--- src/rtl/pri_arb_pkg.sv ---
// rtl/pri_arb_pkg.sv - shared state encodings for the priority arbiter
package pri_arb_defs;

  typedef enum logic [1:0] {
    ARB_IDLE  = 2'd0,
    ARB_GRANT = 2'd1,
    ARB_BUSY  = 2'd2
  } arb_state_t;

endpackage

--- src/rtl/pri_arb_if.sv ---
// rtl/pri_arb_if.sv - request/grant handshake bundle between requesters, arbiter and resource
interface pri_arb_if #(
  parameter int N = 16,
  parameter int W = $clog2(N)
);
  logic [N-1:0] i_req;
  logic [N-1:0] i_mask;
  logic         i_ack;
  logic         i_done;
  logic [N-1:0] o_pending;
  logic         o_valid;
  logic [N-1:0] o_grant;
  logic [W-1:0] o_id;
  logic         o_busy;

  modport slave (
    input  i_req, i_mask, i_ack, i_done,
    output o_pending, o_valid, o_grant, o_id, o_busy
  );

  modport master (
    output i_req, i_mask, i_ack, i_done,
    input  o_pending, o_valid, o_grant, o_id, o_busy
  );
endinterface

--- src/rtl/pri_arb_pri8.sv ---
// rtl/pri_arb_pri8.sv - fixed-priority encoder, highest set index wins, one-hot output
module pri8 #(
  parameter int N = 8
) (
  input  logic [N-1:0] req,
  output logic [N-1:0] grant
);

  // Ascending scan: the last set bit seen is the highest index.
  always_comb begin
    grant = '0;
    for (int i = 0; i < N; i++) begin
      if (req[i]) begin
        grant    = '0;
        grant[i] = 1'b1;
      end
    end
  end

endmodule

--- src/rtl/pri_arb.sv ---
// rtl/pri_arb.sv - pulse-latched fixed-priority arbiter with grant/ack/done handshake
import pri_arb_defs::*;

module pri_arb #(
  parameter int N = 16,
  parameter int W = $clog2(N)
) (
  input logic      i_clk,
  input logic      i_rst,
  pri_arb_if.slave bus
);

  arb_state_t   state_q, state_d;
  logic [N-1:0] pend_q;
  logic [N-1:0] grant_q, grant_d;
  logic [W-1:0] id_q;
  logic [N-1:0] clr;
  logic [N-1:0] eligible;
  logic [N-1:0] winner;

  function automatic logic [W-1:0] onehot_to_idx(input logic [N-1:0] oh);
    logic [W-1:0] idx;
    idx = '0;
    for (int i = 0; i < N; i++) begin
      if (oh[i]) idx = idx | W'(i);
    end
    return idx;
  endfunction

  assign eligible = pend_q & ~bus.i_mask;

  pri8 #(.N(N)) u_pri8 (
    .req   (eligible),
    .grant (winner)
  );

  always_comb begin
    state_d = state_q;
    grant_d = grant_q;
    clr     = '0;
    case (state_q)
      ARB_IDLE: begin
        if (|eligible) begin
          state_d = ARB_GRANT;
          grant_d = winner;
        end
      end
      ARB_GRANT: begin
        // Grant is frozen here; only the ack retires the pending bit.
        if (bus.i_ack) begin
          clr = grant_q;
          if (bus.i_done) begin
            state_d = ARB_IDLE;
            grant_d = '0;
          end else begin
            state_d = ARB_BUSY;
          end
        end
      end
      ARB_BUSY: begin
        if (bus.i_done) begin
          state_d = ARB_IDLE;
          grant_d = '0;
        end
      end
      default: begin
        state_d = ARB_IDLE;
        grant_d = '0;
      end
    endcase
  end

  always_ff @(posedge i_clk or posedge i_rst) begin
    if (i_rst) begin
      state_q <= ARB_IDLE;
      pend_q  <= '0;
      grant_q <= '0;
      id_q    <= '0;
    end else begin
      state_q <= state_d;
      // Set wins over clear so a re-request in the ack cycle is not lost.
      pend_q  <= (pend_q & ~clr) | bus.i_req;
      grant_q <= grant_d;
      id_q    <= onehot_to_idx(grant_d);
    end
  end

  assign bus.o_pending = pend_q;
  assign bus.o_valid   = (state_q == ARB_GRANT);
  assign bus.o_busy    = (state_q == ARB_BUSY);
  assign bus.o_grant   = grant_q;
  assign bus.o_id      = id_q;

endmodule

--- src/flat_wrapper.sv ---
// flat-port wrapper written by rule: the top's interface ports become plain ports
module pri_arb_flat 
#(
  parameter int N = 16,
  parameter int W = $clog2(N)
)
  (i_clk, i_rst, bus_i_req, bus_i_mask, bus_i_ack, bus_i_done, bus_o_pending, bus_o_valid, bus_o_grant, bus_o_id, bus_o_busy);
  pri_arb_if #(.N(N), .W(W)) bus_i ();
  input logic i_clk;
  input logic i_rst;
  input wire logic [$bits(bus_i.i_req)-1:0] bus_i_req;
  input wire logic [$bits(bus_i.i_mask)-1:0] bus_i_mask;
  input wire logic [$bits(bus_i.i_ack)-1:0] bus_i_ack;
  input wire logic [$bits(bus_i.i_done)-1:0] bus_i_done;
  output wire logic [$bits(bus_i.o_pending)-1:0] bus_o_pending;
  output wire logic [$bits(bus_i.o_valid)-1:0] bus_o_valid;
  output wire logic [$bits(bus_i.o_grant)-1:0] bus_o_grant;
  output wire logic [$bits(bus_i.o_id)-1:0] bus_o_id;
  output wire logic [$bits(bus_i.o_busy)-1:0] bus_o_busy;
  assign bus_i.i_req = bus_i_req;
  assign bus_i.i_mask = bus_i_mask;
  assign bus_i.i_ack = bus_i_ack;
  assign bus_i.i_done = bus_i_done;
  assign bus_o_pending = bus_i.o_pending;
  assign bus_o_valid = bus_i.o_valid;
  assign bus_o_grant = bus_i.o_grant;
  assign bus_o_id = bus_i.o_id;
  assign bus_o_busy = bus_i.o_busy;
  pri_arb #(.N(N), .W(W)) u_core (.i_clk(i_clk), .i_rst(i_rst), .bus(bus_i));
endmodule
--- config.mk ---
export PLATFORM = sky130hd
export DESIGN_NAME = pri_arb_flat
export DESIGN_NICKNAME = d
export VERILOG_FILES = /design/src/rtl/pri_arb_pkg.sv /design/src/rtl/pri_arb_if.sv /design/src/rtl/pri_arb_pri8.sv /design/src/rtl/pri_arb.sv /design/src/flat_wrapper.sv
export SDC_FILE = /design/constraint.sdc
export NUM_CORES = 1
export LEC_CHECK = 0
export BUFFER_PORTS_ARGS = -buffer_cell sky130_fd_sc_hd__buf_2
export CORE_ASPECT_RATIO = 0.5
export CORE_MARGIN = 2
export CORE_UTILIZATION = 37
export DETAILED_ROUTE_END_ITERATION = 10
export HOLD_SLACK_MARGIN = 0.12
export PLACE_DENSITY = 0.66
export SLEW_MARGIN = 20
export SYNTH_ARGS = -nofsm -noshare
export SYNTH_HDL_FRONTEND = slang
export SYNTH_SLANG_ARGS = --single-unit
--- constraint.sdc ---
create_clock -name i_clk -period 2.2 [get_ports i_clk]
set_input_delay 0.22 -clock i_clk [delete_from_list [all_inputs] [get_ports i_clk]]
set_output_delay 0.22 -clock i_clk [all_outputs]
set_load 0.02 [all_outputs]
======== Word level (Yosys, flattened, before mapping) ========
Index checks and enable logic that the tools add are counted.
cells by class
  add/sub/neg operators ................... 0
  multiply operators ...................... 0
  divide/modulo/power cells ............... 0
  $lt $le $gt $ge ......................... 0
  equal/unequal tests ..................... 5
  shift operators ......................... 0
  muxes and demuxes ....................... 42
  bitwise gates (word level) .............. 5
  reduce and logical (&&, ||, !) cells .... 4
operators by type and width
  kind                                                   number
  2-to-1 mux 16 bit                                      20
  case mux 16 bit (3 select lines)                       1
  AND 16 bit                                             2
  2-to-1 mux 4 bit                                       8
  NOT 16 bit                                             2
  bitwise OR 16 bit                                      1
  OR reduction 16 bit                                    1
  2-to-1 mux 2 bit                                       6
  2-to-1 mux 3 bit                                       4
  case mux 2 bit (3 select lines)                        1
  inequality test 2 bit, second input constant           2
  AND reduction 3 bit                                    1
  equality test 2 x 1 -> 1 bit, second input constant    1
  equality test 2 bit, second input constant             1
  logical NOT 2 bit                                      1
  2-to-1 mux 1 bit                                       2
  inequality test 2 x 1 -> 1 bit, second input constant  1
  AND reduction 2 bit                                    1
storage, ports and cells
  register bits after elaboration ......... 38
  bits in latches ......................... 0
  memory bits (writable) .................. 0
  bits in read-only memories .............. 0
  input bits .............................. 36
  memories ................................ 0

======== Logic depth before layout (Yosys ltp) ========
  word-level depth ........................ 35
  mapped depth ............................ 8
  mapped depth without buffers ............ 6

======== Modules after synthesis ========
Synthesis repeated with hierarchy kept, for this count alone.
unflattened totals
  cell total of the unflattened synthesis .. 212
  area, all modules ....................... 2,137.0 µm²
by module, submodules not included
  module   instances  cells each  area an instance (µm²)  seq. area each (µm²)
  pri_arb  1          181         1,926.8                 950.9
  pri8     1          31          210.2                   0.0

======== Least setup slack after synthesis ========
OpenSTA, ideal clock, no wires.
  path kind ............................... register to register
  start point ............................. register u_core.pend_q[11], in the netlist u_core.bus.o_pending[11]
  end point ............................... register u_core.id_q[2], in the netlist u_core.bus.o_id[2]
  setup time .............................. 139 ps
  arrival time ............................ 2,199 ps
  required time ........................... 2,061 ps
  path slack .............................. -138 ps
  cell stages (with the launch flop) ...... 7
  clock period less this slack ............ 2,338 ps
  cells stage by stage .................... dfrtp_1 > nor2b_4 > or4_4 > nor4_4 > nor4_1 > o22a_1 > or4b_4
between the ends
  word-level cells in the longest chain between the ends .. 20
  elaborated cells on any way between the ends .. 21
  classes of those cells .................. 19 x mux; 1 x bitwise; 1 x reduce/logical
ends and longest elaborated chain
  element                               line                source
  start, declared                       pri_arb.sv:14       logic [N-1:0] pend_q;
  start signal, assigned                pri_arb.sv:82       pend_q <= (pend_q & ~clr) | bus.i_req;
  AND 16 bit (*)                        pri_arb.sv:30       assign eligible = pend_q & ~bus.i_mask;
  2-to-1 mux 16 bit (5 in series)       pri_arb_pri8.sv:13  if (req[i]) begin
  2-to-1 mux 16 bit (*)                 pri_arb.sv:43       if (|eligible) begin
  case mux 16 bit (3 select lines) (*)  pri_arb.sv:41       case (state_q)
  named net u_core.grant_d[4]           pri_arb.sv:15       logic [N-1:0] grant_q, grant_d;
  2-to-1 mux 3 bit (*) (4 in series)    pri_arb.sv:25       if (oh[i]) idx = idx | W'(i);
  2-to-1 mux 4 bit (*) (8 in series)    pri_arb.sv:25
  end signal, assigned                  pri_arb.sv:84       id_q <= onehot_to_idx(grant_d);
  end, declared                         pri_arb.sv:16       logic [W-1:0] id_q;
The timed path passes the listed nets; every way through them passes the cells marked *. The select of a mux whose other input is x is not followed.
A chain may end at the register's enable or synchronous reset.

======== Final worst setup path ========
  start point ............................. register u_core.pend_q[3], in the netlist u_core.bus.o_pending[3]
  end point ............................... register u_core.id_q[2], in the netlist u_core.bus.o_id[2]
between the ends
  word-level cells in the longest chain between the ends .. 28
  elaborated cells on any way between the ends .. 29
  classes of those cells .................. 27 x mux; 1 x bitwise; 1 x reduce/logical
ends and longest elaborated chain
  element                               line
  AND 16 bit (*)                        pri_arb.sv:30
  2-to-1 mux 16 bit (13 in series)      pri_arb_pri8.sv:13
  2-to-1 mux 16 bit (*)                 pri_arb.sv:43
  case mux 16 bit (3 select lines) (*)  pri_arb.sv:41
  named net u_core.grant_d[4]           pri_arb.sv:15
  2-to-1 mux 3 bit (*) (4 in series)    pri_arb.sv:25
  2-to-1 mux 4 bit (*) (8 in series)    pri_arb.sv:25
Marked as above.

==> flow_summary.toml <==
[global_route]
grt_first_pass_wirelength_um = 8231
antenna_found_initial = 0
grt_max_degree = 39
grt_overflow_total = 0
grt_use_total = 0.1863
grt_pass1_vias = 1729

[logic_synthesis]
synth-edff-count = 0
syn_avg_cell_area_um2 = 10.31
syn_inst = 182
yosysWarnings = 0
ys_ff_latch = 38
yosysUniqueCellTypes = 40
synthFlopType = "dfrtp_1"
synth_area_um2 = 1877
seq_area_frac_synth = 0.5067
async_flop_share = 1.000
syn_nets = 218

[worst_setup_path]
cp_slowest_stage_delay_ns = 0.55
crit_slowest_cell = "or4b_4"
cpLargestDelayFamily = "simple AND/OR/NAND/NOR gates"
crit_buf_inv = 0
cp_max_fo = 3
path_cells = "nor2b_4 > or4b_4 > nor4_4 > nor4_2 > o22a_1 > or4b_4"
startpoint_type = "register"
critical_path_class = "register to register"
cp_common_cell = "or4b_4"
cp.required_ns = 2.36
end_kind = "register"
crit_arrival_ns = 2.41

[route]
avgRoutedWirePerCell_um = 14.12
vias = 1831
antenna_left = 0
via_per_inst = 4.976
drcViolationCount = 0
first_pass_iters = 4
detail_route.iter0.violations = 121
totalWireLength_um = 5196

[floorplan]
coreArea_um2 = 4910
start_util = 0.3823
die_w_um = 104.7
rows = 18
die_y_um = 54.36
die_area_um2 = 5693
ios = 74

[timing]
slew_headroom = 0.6640
finalHoldViolCount = 0
setup_ws_ns = -0.04790
finalCritPeriodShare = 1.022
finalSetupTns_ns = -0.04790
max_freq_mhz = 444.9
slew_viol_final = 0
finalClockSkew_ns = 0.006888
setup_viol = 1
worst_pin_slew_ns = 0.5040
rsz0062_at_grt = "yes"
period_needed_ns = 2.248

[placement]
post-place-ws_ns = -0.05068
place_congestion = 0.8411
hpwl_um = 3851
placed_cells = 338
portBuffers = 73
placed_cell_area_um2 = 2464

[job]
drv_cap = 0

[layout]
syn_to_final_growth_pct = 48.73
final_cell_area_um2 = 2791
layout.cells.non_filler = 368
final_common_cell = "buf_2"
final_cell_mix = "73 x buf_2, 33 x dfrtp_1, 25 x nand2_1"
drive_above_1_share = 0.4060
antenna_cells = 0
final_nets = 333
fillers = 443

[run_status]
status = "finished, violations left"
violations = "setup timing"

[clock_tree]
ctsRootBufferMaster = "clkbuf_8"
clk_pin_slew_worst_paths_ns = 0.07
clockBufferDepth = 2
clock-sinks = 38
insertion_delay_ns = 0.29
tritoncts = "yes"
cts_buffers = 5
htree_levels = 2

[power_and_ir_drop]
powerDensity_nw_per_um2 = 769.0
vdd_drop_max_v = 0.0002998
p_leak_nw = 1.387

[worst_hold_path]
hold_path_class = "primary input to register"
-- per-layer routing --
metal / vias to the layer above / GRT usage / wire, um
li1: 886 / - / -
met1: 888 / 0.2604 / 2498
met3: 6 / 0.04286 / 286
met4: 0 / 0.05111 / 48
met5: - / 0 / 0
met2: 51 / 0.2955 / 2362
-- report_power, final --
group          switching, W  internal, W  leakage (nW)
Clock              0.000233     0.000225        0.0395
Combinational      0.000475     0.000365         0.915
Sequential        0.0000650     0.000783         0.433
Total              0.000773      0.00137          1.39
-- repair_timing --
| action | 4_1_cts | 5_1_grt |
|---|---|---|
| hold endpoints to repair | 55 | 0 |
| endpoints found under the setup margin | 2 | 5 |
| pin swaps | 1 | 4 |
| hold buffers | 18 | 0 |
| setup buffers | 1 | 3 |
| gates resized for setup | 1 | 7 |
-- worst reg2reg max path, cell delays in order (launching register included) --
cell	delay (ns)
dfrtp_2	0.41
nor2b_4	0.13
or4b_4	0.55
nor4_4	0.33
nor4_2	0.07
o22a_1	0.18
or4b_4	0.47
-- cell type report --
cell class / count / area (um^2) / share of cell area
clock buffer: 8 / 80.08 / 0.02869
inverter: 5 / 18.77 / 0.006723
multi-input combinational: 134 / 929.6 / 0.3330
sequential: 38 / 957.2 / 0.3429
tap: 70 / 87.58 / 0.03138
timing repair buffer: 113 / 718.2 / 0.2573
-- state kept, by name, summed over array words and instances (netlist names) --
name and count:
u_core.bus.o_grant 16, u_core.bus.o_pending 16, u_core.state_q 2, u_core.bus.o_id 4
-- Yosys cell counts (3+ instances only) --
master    number  share of area
inv_1          5          0.010
buf_2          3         0.0080
nor3_1         4          0.011
nand4_1        4          0.013
nor2b_1       10          0.033
nand2_1       25          0.050
a21o_1        22          0.088
a32o_1         3          0.016
dfrtp_1       38           0.51
a22o_1         4          0.019
nand2b_1      11          0.037
nor2_1        11          0.022
-- logic make-up after synthesis --
| group | after synthesis | share of synthesized area |
|---|---|---|
| and+or+nand+nor | 88 | 0.2853 |
| AOI/OAI and AO/OA | 46 | 0.1860 |
| DFF | 38 | 0.5067 |
| buffers and inverters | 10 | 0.02200 |
-- path summary, 6_finish.rpt --
path	start	end	slack, ns	depth (start not counted)
min in group asynchronous	i_rst	u_core.bus.o_grant[14]	0.60	4
hold / removal	bus_i_ack	u_core.state_q[0]	0.16	2
setup reg to reg	u_core.bus.o_pending[3]	u_core.bus.o_id[2]	-0.05	6
setup / recovery	u_core.bus.o_pending[3]	u_core.bus.o_id[2]	-0.05	6
hold reg to reg	u_core.bus.o_pending[4]	u_core.bus.o_pending[4]	0.50	1
max in group asynchronous	i_rst	u_core.bus.o_pending[3]	1.22	4
-- through the flow --
step | hold WS, ns | util | total power [W]
6_report | 0.1553 | 0.5686 | 0.002147
3_3_place_gp | 0.3603 | 0.5018 | 0.001621
5_1_grt | 0.1544 | 0.5686 | 0.002261
3_5_place_dp | 0.3628 | 0.5018 | 0.001632
2_1_floorplan | 0.2864 | - | 0.001325
4_1_cts | 0.1439 | 0.5573 | 0.002124
Note: power is estimated with default switching activity, not from simulation.
